## src/rtl/aha_prog_clk_divider_if.sv

```systemverilog
// Bundle of control/status signals for the programmable clock divider.
// The DIV_CE pulse output exists only when AHA_CLKDIV_CE_EN is defined.
interface aha_prog_clk_divider_if #(
  parameter int NUM_CH = 4,
  parameter int DIV_W  = 8
);
  logic [NUM_CH-1:0]       EN;
  logic [NUM_CH-1:0]       CFG_REQ;
  logic [NUM_CH*DIV_W-1:0] CFG_DIV;
  logic [NUM_CH-1:0]       CFG_ACK;
  logic [NUM_CH-1:0]       ACTIVE;
  logic [NUM_CH-1:0]       DIV_CLK;
`ifdef AHA_CLKDIV_CE_EN
  logic [NUM_CH-1:0]       DIV_CE;

  modport master (output EN, CFG_REQ, CFG_DIV, input CFG_ACK, ACTIVE, DIV_CLK, DIV_CE);
  modport slave  (input EN, CFG_REQ, CFG_DIV, output CFG_ACK, ACTIVE, DIV_CLK, DIV_CE);
`else
  modport master (output EN, CFG_REQ, CFG_DIV, input CFG_ACK, ACTIVE, DIV_CLK);
  modport slave  (input EN, CFG_REQ, CFG_DIV, output CFG_ACK, ACTIVE, DIV_CLK);
`endif
endinterface

```

## src/rtl/aha_prog_clk_divider.sv

```systemverilog
// Multi-channel glitch-free 50%-duty clock divider, period 2*(div+1) CLK cycles.
// Define AHA_CLKDIV_CE_EN to add the registered DIV_CE pre-rise pulse output.
//
//  state  | meaning
//  IDLE   | stopped, DIV_CLK low, divide updates applied immediately
//  RUN    | dividing, updates deferred to the next period boundary
//  STOP   | EN dropped, finishing the current period before going IDLE
module aha_prog_clk_divider #(
  parameter int          NUM_CH    = 4,
  parameter int          DIV_W     = 8,
  parameter int unsigned RESET_DIV = 0
) (
  input  logic                  CLK,
  input  logic                  RESET,
  aha_prog_clk_divider_if.slave bus
);

  typedef enum logic [1:0] {S_IDLE, S_RUN, S_STOP} state_t;

  state_t            state_q    [NUM_CH];
  state_t            state_d    [NUM_CH];
  logic [DIV_W-1:0]  cnt_q      [NUM_CH];
  logic [DIV_W-1:0]  cnt_d      [NUM_CH];
  logic [DIV_W-1:0]  div_cur_q  [NUM_CH];
  logic [DIV_W-1:0]  div_cur_d  [NUM_CH];
  logic [DIV_W-1:0]  div_pend_q [NUM_CH];
  logic [DIV_W-1:0]  div_pend_d [NUM_CH];
  logic [NUM_CH-1:0] pend_q, pend_d;
  logic [NUM_CH-1:0] clk_r_q, clk_r_d;
  logic [NUM_CH-1:0] ack_q, ack_d;
  logic [NUM_CH-1:0] wrap, rise, active;
`ifdef AHA_CLKDIV_CE_EN
  logic [NUM_CH-1:0] ce_q, ce_d;
`endif

  always_comb begin
    state_d    = state_q;
    cnt_d      = cnt_q;
    div_cur_d  = div_cur_q;
    div_pend_d = div_pend_q;
    pend_d     = pend_q;
    clk_r_d    = clk_r_q;
    ack_d      = '0;
    wrap       = '0;
    rise       = '0;
    active     = '0;
`ifdef AHA_CLKDIV_CE_EN
    ce_d       = '0;
`endif
    for (int i = 0; i < NUM_CH; i++) begin
      active[i] = (state_q[i] != S_IDLE);
      wrap[i]   = (cnt_q[i] == div_cur_q[i]);
      rise[i]   = wrap[i] && !clk_r_q[i];
      unique case (state_q[i])
        S_IDLE: begin
          clk_r_d[i] = 1'b0;
          cnt_d[i]   = '0;
          // a leftover pending value (REQ on the edge into IDLE) is applied here
          if (bus.CFG_REQ[i]) begin
            div_cur_d[i] = bus.CFG_DIV[i*DIV_W +: DIV_W];
            pend_d[i]    = 1'b0;
            ack_d[i]     = 1'b1;
          end else if (pend_q[i]) begin
            div_cur_d[i] = div_pend_q[i];
            pend_d[i]    = 1'b0;
            ack_d[i]     = 1'b1;
          end
          if (bus.EN[i]) begin
            state_d[i] = S_RUN;
            clk_r_d[i] = 1'b1;
          end
        end
        default: begin
          if (wrap[i]) begin
            cnt_d[i]   = '0;
            clk_r_d[i] = ~clk_r_q[i];
          end else begin
            cnt_d[i] = cnt_q[i] + DIV_W'(1);
          end
          if (rise[i] && pend_q[i]) begin
            div_cur_d[i] = div_pend_q[i];
            pend_d[i]    = 1'b0;
            ack_d[i]     = 1'b1;
          end
          // a request on the boundary edge waits for the following boundary
          if (bus.CFG_REQ[i]) begin
            div_pend_d[i] = bus.CFG_DIV[i*DIV_W +: DIV_W];
            pend_d[i]     = 1'b1;
          end
          if (bus.EN[i]) begin
            state_d[i] = S_RUN;
          end else if (state_q[i] == S_STOP && rise[i]) begin
            state_d[i] = S_IDLE;
            clk_r_d[i] = 1'b0;
          end else begin
            state_d[i] = S_STOP;
          end
        end
      endcase
`ifdef AHA_CLKDIV_CE_EN
      // flag the last low cycle of a period that will rise (STOP rises are suppressed)
      ce_d[i] = (state_d[i] == S_RUN) && !clk_r_d[i] && (cnt_d[i] == div_cur_d[i]);
`endif
    end
  end

  always_ff @(posedge CLK) begin
    if (RESET) begin
      for (int i = 0; i < NUM_CH; i++) begin
        state_q[i]    <= S_IDLE;
        cnt_q[i]      <= '0;
        div_cur_q[i]  <= DIV_W'(RESET_DIV);
        div_pend_q[i] <= '0;
      end
      pend_q  <= '0;
      clk_r_q <= '0;
      ack_q   <= '0;
`ifdef AHA_CLKDIV_CE_EN
      ce_q    <= '0;
`endif
    end else begin
      state_q    <= state_d;
      cnt_q      <= cnt_d;
      div_cur_q  <= div_cur_d;
      div_pend_q <= div_pend_d;
      pend_q     <= pend_d;
      clk_r_q    <= clk_r_d;
      ack_q      <= ack_d;
`ifdef AHA_CLKDIV_CE_EN
      ce_q       <= ce_d;
`endif
    end
  end

  assign bus.DIV_CLK = clk_r_q;
  assign bus.CFG_ACK = ack_q;
  assign bus.ACTIVE  = active;
`ifdef AHA_CLKDIV_CE_EN
  assign bus.DIV_CE  = ce_q;
`endif

endmodule

```

## src/flat_wrapper.sv

```systemverilog
// flat-port wrapper written by rule: the top's interface ports become plain ports
module aha_prog_clk_divider_flat 
#(
  parameter int          NUM_CH    = 4,
  parameter int          DIV_W     = 8,
  parameter int unsigned RESET_DIV = 0
)
  (CLK, RESET, bus_EN, bus_CFG_REQ, bus_CFG_DIV, bus_CFG_ACK, bus_ACTIVE, bus_DIV_CLK);
  aha_prog_clk_divider_if #(.NUM_CH(NUM_CH), .DIV_W(DIV_W)) bus_i ();
  input  logic CLK;
  input  logic RESET;
  input wire logic [$bits(bus_i.EN)-1:0] bus_EN;
  input wire logic [$bits(bus_i.CFG_REQ)-1:0] bus_CFG_REQ;
  input wire logic [$bits(bus_i.CFG_DIV)-1:0] bus_CFG_DIV;
  output wire logic [$bits(bus_i.CFG_ACK)-1:0] bus_CFG_ACK;
  output wire logic [$bits(bus_i.ACTIVE)-1:0] bus_ACTIVE;
  output wire logic [$bits(bus_i.DIV_CLK)-1:0] bus_DIV_CLK;
  assign bus_i.EN = bus_EN;
  assign bus_i.CFG_REQ = bus_CFG_REQ;
  assign bus_i.CFG_DIV = bus_CFG_DIV;
  assign bus_CFG_ACK = bus_i.CFG_ACK;
  assign bus_ACTIVE = bus_i.ACTIVE;
  assign bus_DIV_CLK = bus_i.DIV_CLK;
  aha_prog_clk_divider #(.NUM_CH(NUM_CH), .DIV_W(DIV_W), .RESET_DIV(RESET_DIV)) u_core (.CLK(CLK), .RESET(RESET), .bus(bus_i));
endmodule
```

## config.mk

```make
export PLATFORM = sky130hd
export DESIGN_NAME = aha_prog_clk_divider_flat
export DESIGN_NICKNAME = d
export VERILOG_FILES = /design/src/rtl/aha_prog_clk_divider_if.sv /design/src/rtl/aha_prog_clk_divider.sv /design/src/flat_wrapper.sv
export SDC_FILE = /design/constraint.sdc
export NUM_CORES = 1
export LEC_CHECK = 0
export ABC_AREA = 1
export BUFFER_PORTS_ARGS = -buffer_cell sky130_fd_sc_hd__buf_2
export CAP_MARGIN = 30
export CORE_MARGIN = 4
export CORE_UTILIZATION = 48
export CTS_CLUSTER_SIZE = 28
export DETAILED_ROUTE_END_ITERATION = 8
export HOLD_SLACK_MARGIN = 0.1
export PLACE_DENSITY = 0.7
export REMOVE_ABC_BUFFERS = 1
export SYNTH_ARGS = -nofsm -noshare
export SYNTH_HDL_FRONTEND = slang
export SYNTH_SLANG_ARGS = --single-unit
```

## constraint.sdc

```tcl
create_clock -name CLK -period 1.9 [get_ports CLK]
set_input_delay 0.475 -clock CLK [delete_from_list [all_inputs] [get_ports CLK]]
set_output_delay 0.475 -clock CLK [all_outputs]
set_load 0.01 [all_outputs]
```

==> results of run 1 <==
sequential cells by signal, indices dropped and copies added (netlist names):
register            cells
u_core.bus.CFG_ACK      4
u_core.bus.DIV_CLK      4
u_core.cnt_q           32
u_core.div_cur_q       32
u_core.div_pend_q      32
u_core.pend_q           4
u_core.state_q          8
path summary, 6_finish.rpt:
| kind | cells past startpoint | endpoint | slack (ps) |
|---|---|---|---|
| hold reg to reg | 1 | u_core.cnt_q[24] | 450 |
| setup / recovery | 14 | u_core.div_cur_q[17] | 130 |
| setup reg to reg | 14 | u_core.div_cur_q[17] | 130 |
| hold / removal | 2 | u_core.state_q[1] | 160 |
where the power goes:
group	internal [mW]	switching (mW)	total, mW	leakage (nW)
combinational	0.286	0.471	0.757	1.69
clock	2.13	1.08	3.21	0.294
sequential	2.58	0.0996	2.68	0.961
total	4.99	1.65	6.65	2.94
layout by cell type, fill, tap and decap left out, types with 4 or more instances in the layout:
master,synthesis,layout
nand2_1,154,152
nor2_1,125,119
dfxtp_1,116,93
inv_1,79,77
o21ai_0,67,65
buf_2,7,53
o21ai_1,27,29
a21oi_1,29,29
xnor2_1,25,23
dfxtp_2,0,23
nor2_2,14,20
clkbuf_16,0,16
inv_2,14,13
ha_1,12,12
nand3_1,11,11
nand2_4,7,10
nand2_2,8,9
xor2_1,9,9
clkinv_2,1,5
clkbuf_8,0,5
buf_4,2,5
nor3_1,4,4
nand4_1,4,4
area by class of cell:
type	instances	area share
sequential	116	0.366
clock inverter	9	0.0195
timing repair buffer	59	0.0503
clock buffer	23	0.0743
tap	140	0.0273
multi-input combinational	509	0.406
inverter	94	0.0564
stage by stage:
stage / instance area [sq um] / setup slack [ps]
after floorplan: 5220 / 345
after global placement: 5720 / 156
after detailed placement: 5720 / 110
after CTS: 6320 / 75.7
after global routing: 6420 / -19.6
final: 6420 / 129
worst max-delay path: cells and delay by family, from the launching register on:
family	cells	cell delay, ps
AOI/OAI and AO/OA	1	200
and+or+nand+nor	9	650
adders and majority gates	1	200
buffers and inverters	3	230
DFF	1	380
layer usage:
layer  part of all wire  track usage
met5                  0            0
met3              0.043       0.0509
met2               0.49        0.315
met4              0.025       0.0817
met1               0.45        0.218
repair_timing:
action / CTS / global route
setup buffers: 0 / 0
endpoints found under the setup margin: 0 / 33
resized for setup: 0 / 43
endpoints found under the hold margin: 0 / 0
kinds of logic after synthesis:
logic type | share of synthesized area
and+or+nand+nor | 0.271
AOI/OAI and AO/OA | 0.121
buffers and inverters | 0.0903
adders and majority gates | 0.0281
xor gates and xnor gates | 0.0557
DFF | 0.434
==> out/metrics.cfg, run 1 <==
[global_route]
antenna_found_initial = 0
grt_overflow = 0
grt_pass1_vias = 4608
grt_max_degree = 34
grt_usage = 0.185
grt_pass1_wl_um = 19600

[worst_setup_path]
cp-start-kind = flop
cp_slowest_cell = dfxtp_1
worstPathCellList = inv_1 > nand2_1 > nand2_1 > nand2_1 > nor2_1 > nand2_2 > inv_1 > ha_1 > inv_1 > nand2_1 > nand2_2 > nand2_4 > o21ai_0 > nor2_1
crit_arrival_ps = 2180
endpoint_kind = flop
cpMostUsedCell = nand2_1
cpPeakStageDelay_ps = 380
reg2reg_from = u_core.cnt_q[17]
startpoint = u_core.cnt_q[17]
cp.required_ps = 2300
path_max_fanout = 5
critPathKind = reg -> reg

[worst_hold_path]
min_from = bus_EN[3]
hold_class = in -> reg

[finish]
fin_nets = 851
regArea_sq_mm = 0.00235
fill_cells = 977
area_growth_pct = 20.0
final_util = 0.589
layout.cells.non_filler = 950
antenna_cells = 0
multi_input_area_sq_mm = 0.00260
drive_gt1_frac = 0.220

[clocking]
clockRootBuffer = clkbuf_8
cts_made_buffers = 17
insertion_delay_ps = 520
clk_pin_slew_worst_paths_ps = 50
postCtsHoldBufs = 0
htreeDepth = 4
cts_tree = done
clock_path_buffers = 2
clock-sinks = 116

[sta]
skew_ps = 6.16
hold_slack_ps = 156
worst_slew_pin_slew_ps = 351
fin_setup_tns_ps = 0
period_needed_ps = 1770
slew_viol_final = 0
fmaxAchievable_ghz = 0.565
setup_viol = 0
hold_viol_final = 0
fin_crit_sh = 0.932
max_slew_margin = 0.766

[floorplanning]
dieArea_sq_mm = 0.0129
start_util = 0.491
placeableCoreArea_sq_mm = 0.0109
die_h_um = 114
fp.dieW_um = 114
num_rows = 38
ios = 54

[drt]
drtIter0Drc = 233
totalWireLength_um = 11300
vias = 4593
drt.antenna.violating_nets = 0
drc = 0
firstDrtPassIters = 4
wl_per_cell_um = 11.8
vias_per_cell = 4.83

[synthesis]
synthMostInstantiatedCell = nand2_1
synth_flop_cell = dfxtp_1
synthTopCellsByCount = 154 x nand2_1, 125 x nor2_1, 116 x dfxtp_1
netlist_instances = 733
synth_edf_count = 0
synth_area_leaders = dfxtp_1 43%, nand2_1 11%, nor2_1 8.8%
yosysUniqueCellTypes = 25
ys_async_sr_fraction = 0
ys_seq_elements = 116
yosys_warnings = 0
syn-cell-area_sq_mm = 0.00535
ys_seq_area_frac = 0.434
synth_top_area_frac = 0.434
yosysTopAreaCell = dfxtp_1
avgSynthCellArea_sq_um = 7.29

[placement]
dp.cells = 916
dp_hpwl_um = 7780
gp_congestion = 0.811
port_buffers = 53

[outcome]
outcome = finished clean

[pwr]
vdd_drop_max_v = 0.000433
cellPowerDensity_mw_per_mm2 = 1040
power.leakage_nw = 2.94
p_total_mw = 6.65

[job]
cap_violations = 0

Power figures use the tool's default switching activity.
==> inputs of run 2 (changes only) <==
--- a/config.mk
+++ b/config.mk
@@ -9,11 +9,11 @@
 export BUFFER_PORTS_ARGS = -buffer_cell sky130_fd_sc_hd__buf_2
 export CAP_MARGIN = 30
 export CORE_MARGIN = 4
-export CORE_UTILIZATION = 48
+export CORE_UTILIZATION = 45
 export CTS_CLUSTER_SIZE = 28
 export DETAILED_ROUTE_END_ITERATION = 8
 export HOLD_SLACK_MARGIN = 0.1
-export PLACE_DENSITY = 0.7
+export PLACE_DENSITY = 0.67
 export REMOVE_ABC_BUFFERS = 1
 export SYNTH_ARGS = -nofsm -noshare
 export SYNTH_HDL_FRONTEND = slang
==> run 2 against run 1 <==
  * Die area up 6.2%
  * First-iteration DRC count up 18%
  * Clock skew up 1.4 ps
  * Non-clock buffer count unchanged
  * Wire length down 1.4%
  * Sequential share of layout area down 0.051 points
  * Maximum frequency up 4.4%
  * Critical path type unchanged
  * Largest cell class unchanged
  * Largest power group unchanged
==> out/metrics.cfg, run 2 (same netlist as run 1, synthesis figures left out) <==
[clocking]
cts_tree = done
clock-sinks = 116
insertion_delay_ps = 410
htreeDepth = 4
clk_pin_slew_worst_paths_ps = 60
postCtsHoldBufs = 0
clockRootBuffer = clkbuf_16
cts_made_buffers = 17
cts_setup_buffers = 0
clock_path_buffers = 2

[drt]
vias_per_cell = 4.75
firstDrtPassIters = 5
drt.antenna.violating_nets = 0
vias = 4522
drc = 0
wl_per_cell_um = 11.7
drtIter0Drc = 274
totalWireLength_um = 11100

[pwr]
cellPowerDensity_mw_per_mm2 = 1060
vdd_drop_max_v = 0.000491
power.leakage_nw = 2.93

[finish]
fin_nets = 850
final_cell_mix = 153 x nand2_1, 122 x nor2_1, 100 x dfxtp_1, 77 x inv_1, 60 x o21ai_0
reg_top3 = u_core.cnt_q (32), u_core.div_cur_q (32), u_core.div_pend_q (32)
drive_gt1_frac = 0.204
antenna_cells = 0
layout.cells.non_filler = 952
layout.cells.most_common = nand2_1
fill_cells = 1068
area_growth_pct = 19.7

[sta]
hold_viol_final = 0
skew_ps = 7.52
worst_slew_pin_slew_ps = 550
slew_viol_final = 0
fin_crit_sh = 0.893
period_needed_ps = 1700
rsz0062_at_grt = false
layout_setup_ws_ps = 203
fmaxAchievable_ghz = 0.589
max_slew_margin = 0.633
setup_viol = 0
fin_setup_tns_ps = 0

[global_route]
grt_overflow = 0
antenna_found_initial = 0
grt_use_met1 = 0.212
use_met2 = 0.292
grt_usage = 0.176
grt_use_met3 = 0.0530
top_usage_layer = met2
grt_max_degree = 33
grt_pass1_wl_um = 19200
grt_pass1_vias = 4373

[floorplanning]
placeableCoreArea_sq_mm = 0.0115
start_util = 0.464
fp.dieW_um = 117
num_rows = 39
dieArea_sq_mm = 0.0137
die_h_um = 117
ios = 54

[placement]
dp_hpwl_um = 7790
port_buffers = 53
dp.cells = 919
place_worst_setup_slack_ps = 125
gp_congestion = 0.815

[worst_hold_path]
min_from = bus_EN[3]
hold-path-endpoint = u_core.state_q[1]
worst_hold_path.num_cells = 2
hold_class = in -> reg

[worst_setup_path]
cpPeakStageDelay_ps = 390
rr_worst_depth = 13
cp_slowest_cell = dfxtp_1
rrSetupSlack_ps = 200
endpoint_kind = flop
cp.required_ps = 2200
path_max_fanout = 9
worstReg2RegEnd = u_core.div_cur_q[26]
reg2reg_from = u_core.cnt_q[30]
critPathKind = reg -> reg
worstPathCellList = xnor2_1 > nand2_1 > nor2_1 > nand2_2 > inv_1 > ha_1 > inv_1 > nand2_1 > nand2_1 > nand2_4 > inv_4 > nor2_1 > nor2_1
cp-start-kind = flop
crit_arrival_ps = 2000

[outcome]
outcome = finished clean

[job]
cap_violations = 0

[run 2: critical path: cells and delay by family, from the launching register on]
family                   cells  cell delay (ps)
AND/OR/NAND/NOR              8              710
adder cells (fa/ha/maj)      1              140
buffers and inverters        3              200
XOR/XNOR                     1              140
flip-flops                   1              390
[run 2: metal layers]
metal | vias up | share of wire
li1 | 2414 | -
met1 | 2035 | 0.47
met2 | 62 | 0.49
met3 | 11 | 0.034
met4 | 0 | 0.013
met5 | - | 0
[run 2: through the flow]
stage                     hold WS (ps)  utilization  instance area, sq um  power [mW]
after floorplan                    441            -                  5220        3.22
after global placement             458        0.497                  5720        3.42
after detailed placement           476        0.497                  5720        3.44
after CTS                          256        0.551                  6340        6.83
after global routing               274        0.556                  6400        7.09
final                              278        0.556                  6400        6.79
[run 2: final cells by class]
cell class	count	area (sq um)	share of cell area
repair buffers	59	323	0.0504
flip-flops and latches	116	2340	0.366
clock buffers	19	443	0.0692
well taps	143	179	0.0280
clock inverters	13	183	0.0285
multi-input cells	508	2570	0.401
inverters	94	364	0.0569
[run 2: where the power goes]
group	internal, mW	switching, mW
clock network	2.22	1.15
registers	2.58	0.101
logic	0.280	0.459
total	5.08	1.71
[run 2: how the worst max path moves through the flow]
stage                      endpoint                 start  cells past startpoint  slack (ps)
5_1_grt        u_core.div_cur_q[22]  u_core.div_cur_q[22]                     13           3
3_5_place_dp   u_core.div_cur_q[26]      u_core.cnt_q[24]                     13         130
3_3_place_gp   u_core.div_cur_q[25]      u_core.cnt_q[24]                     13         140
2_1_floorplan  u_core.div_cur_q[24]      u_core.cnt_q[26]                     13         340
6_report       u_core.div_cur_q[26]      u_core.cnt_q[30]                     13         200
4_1_cts        u_core.div_cur_q[28]      u_core.cnt_q[24]                     13          80
[run 2: repair_timing]
action                                 CTS  global route
setup endpoints to repair                0            34
resized for setup                        0            35
endpoints found under the hold margin    0             0
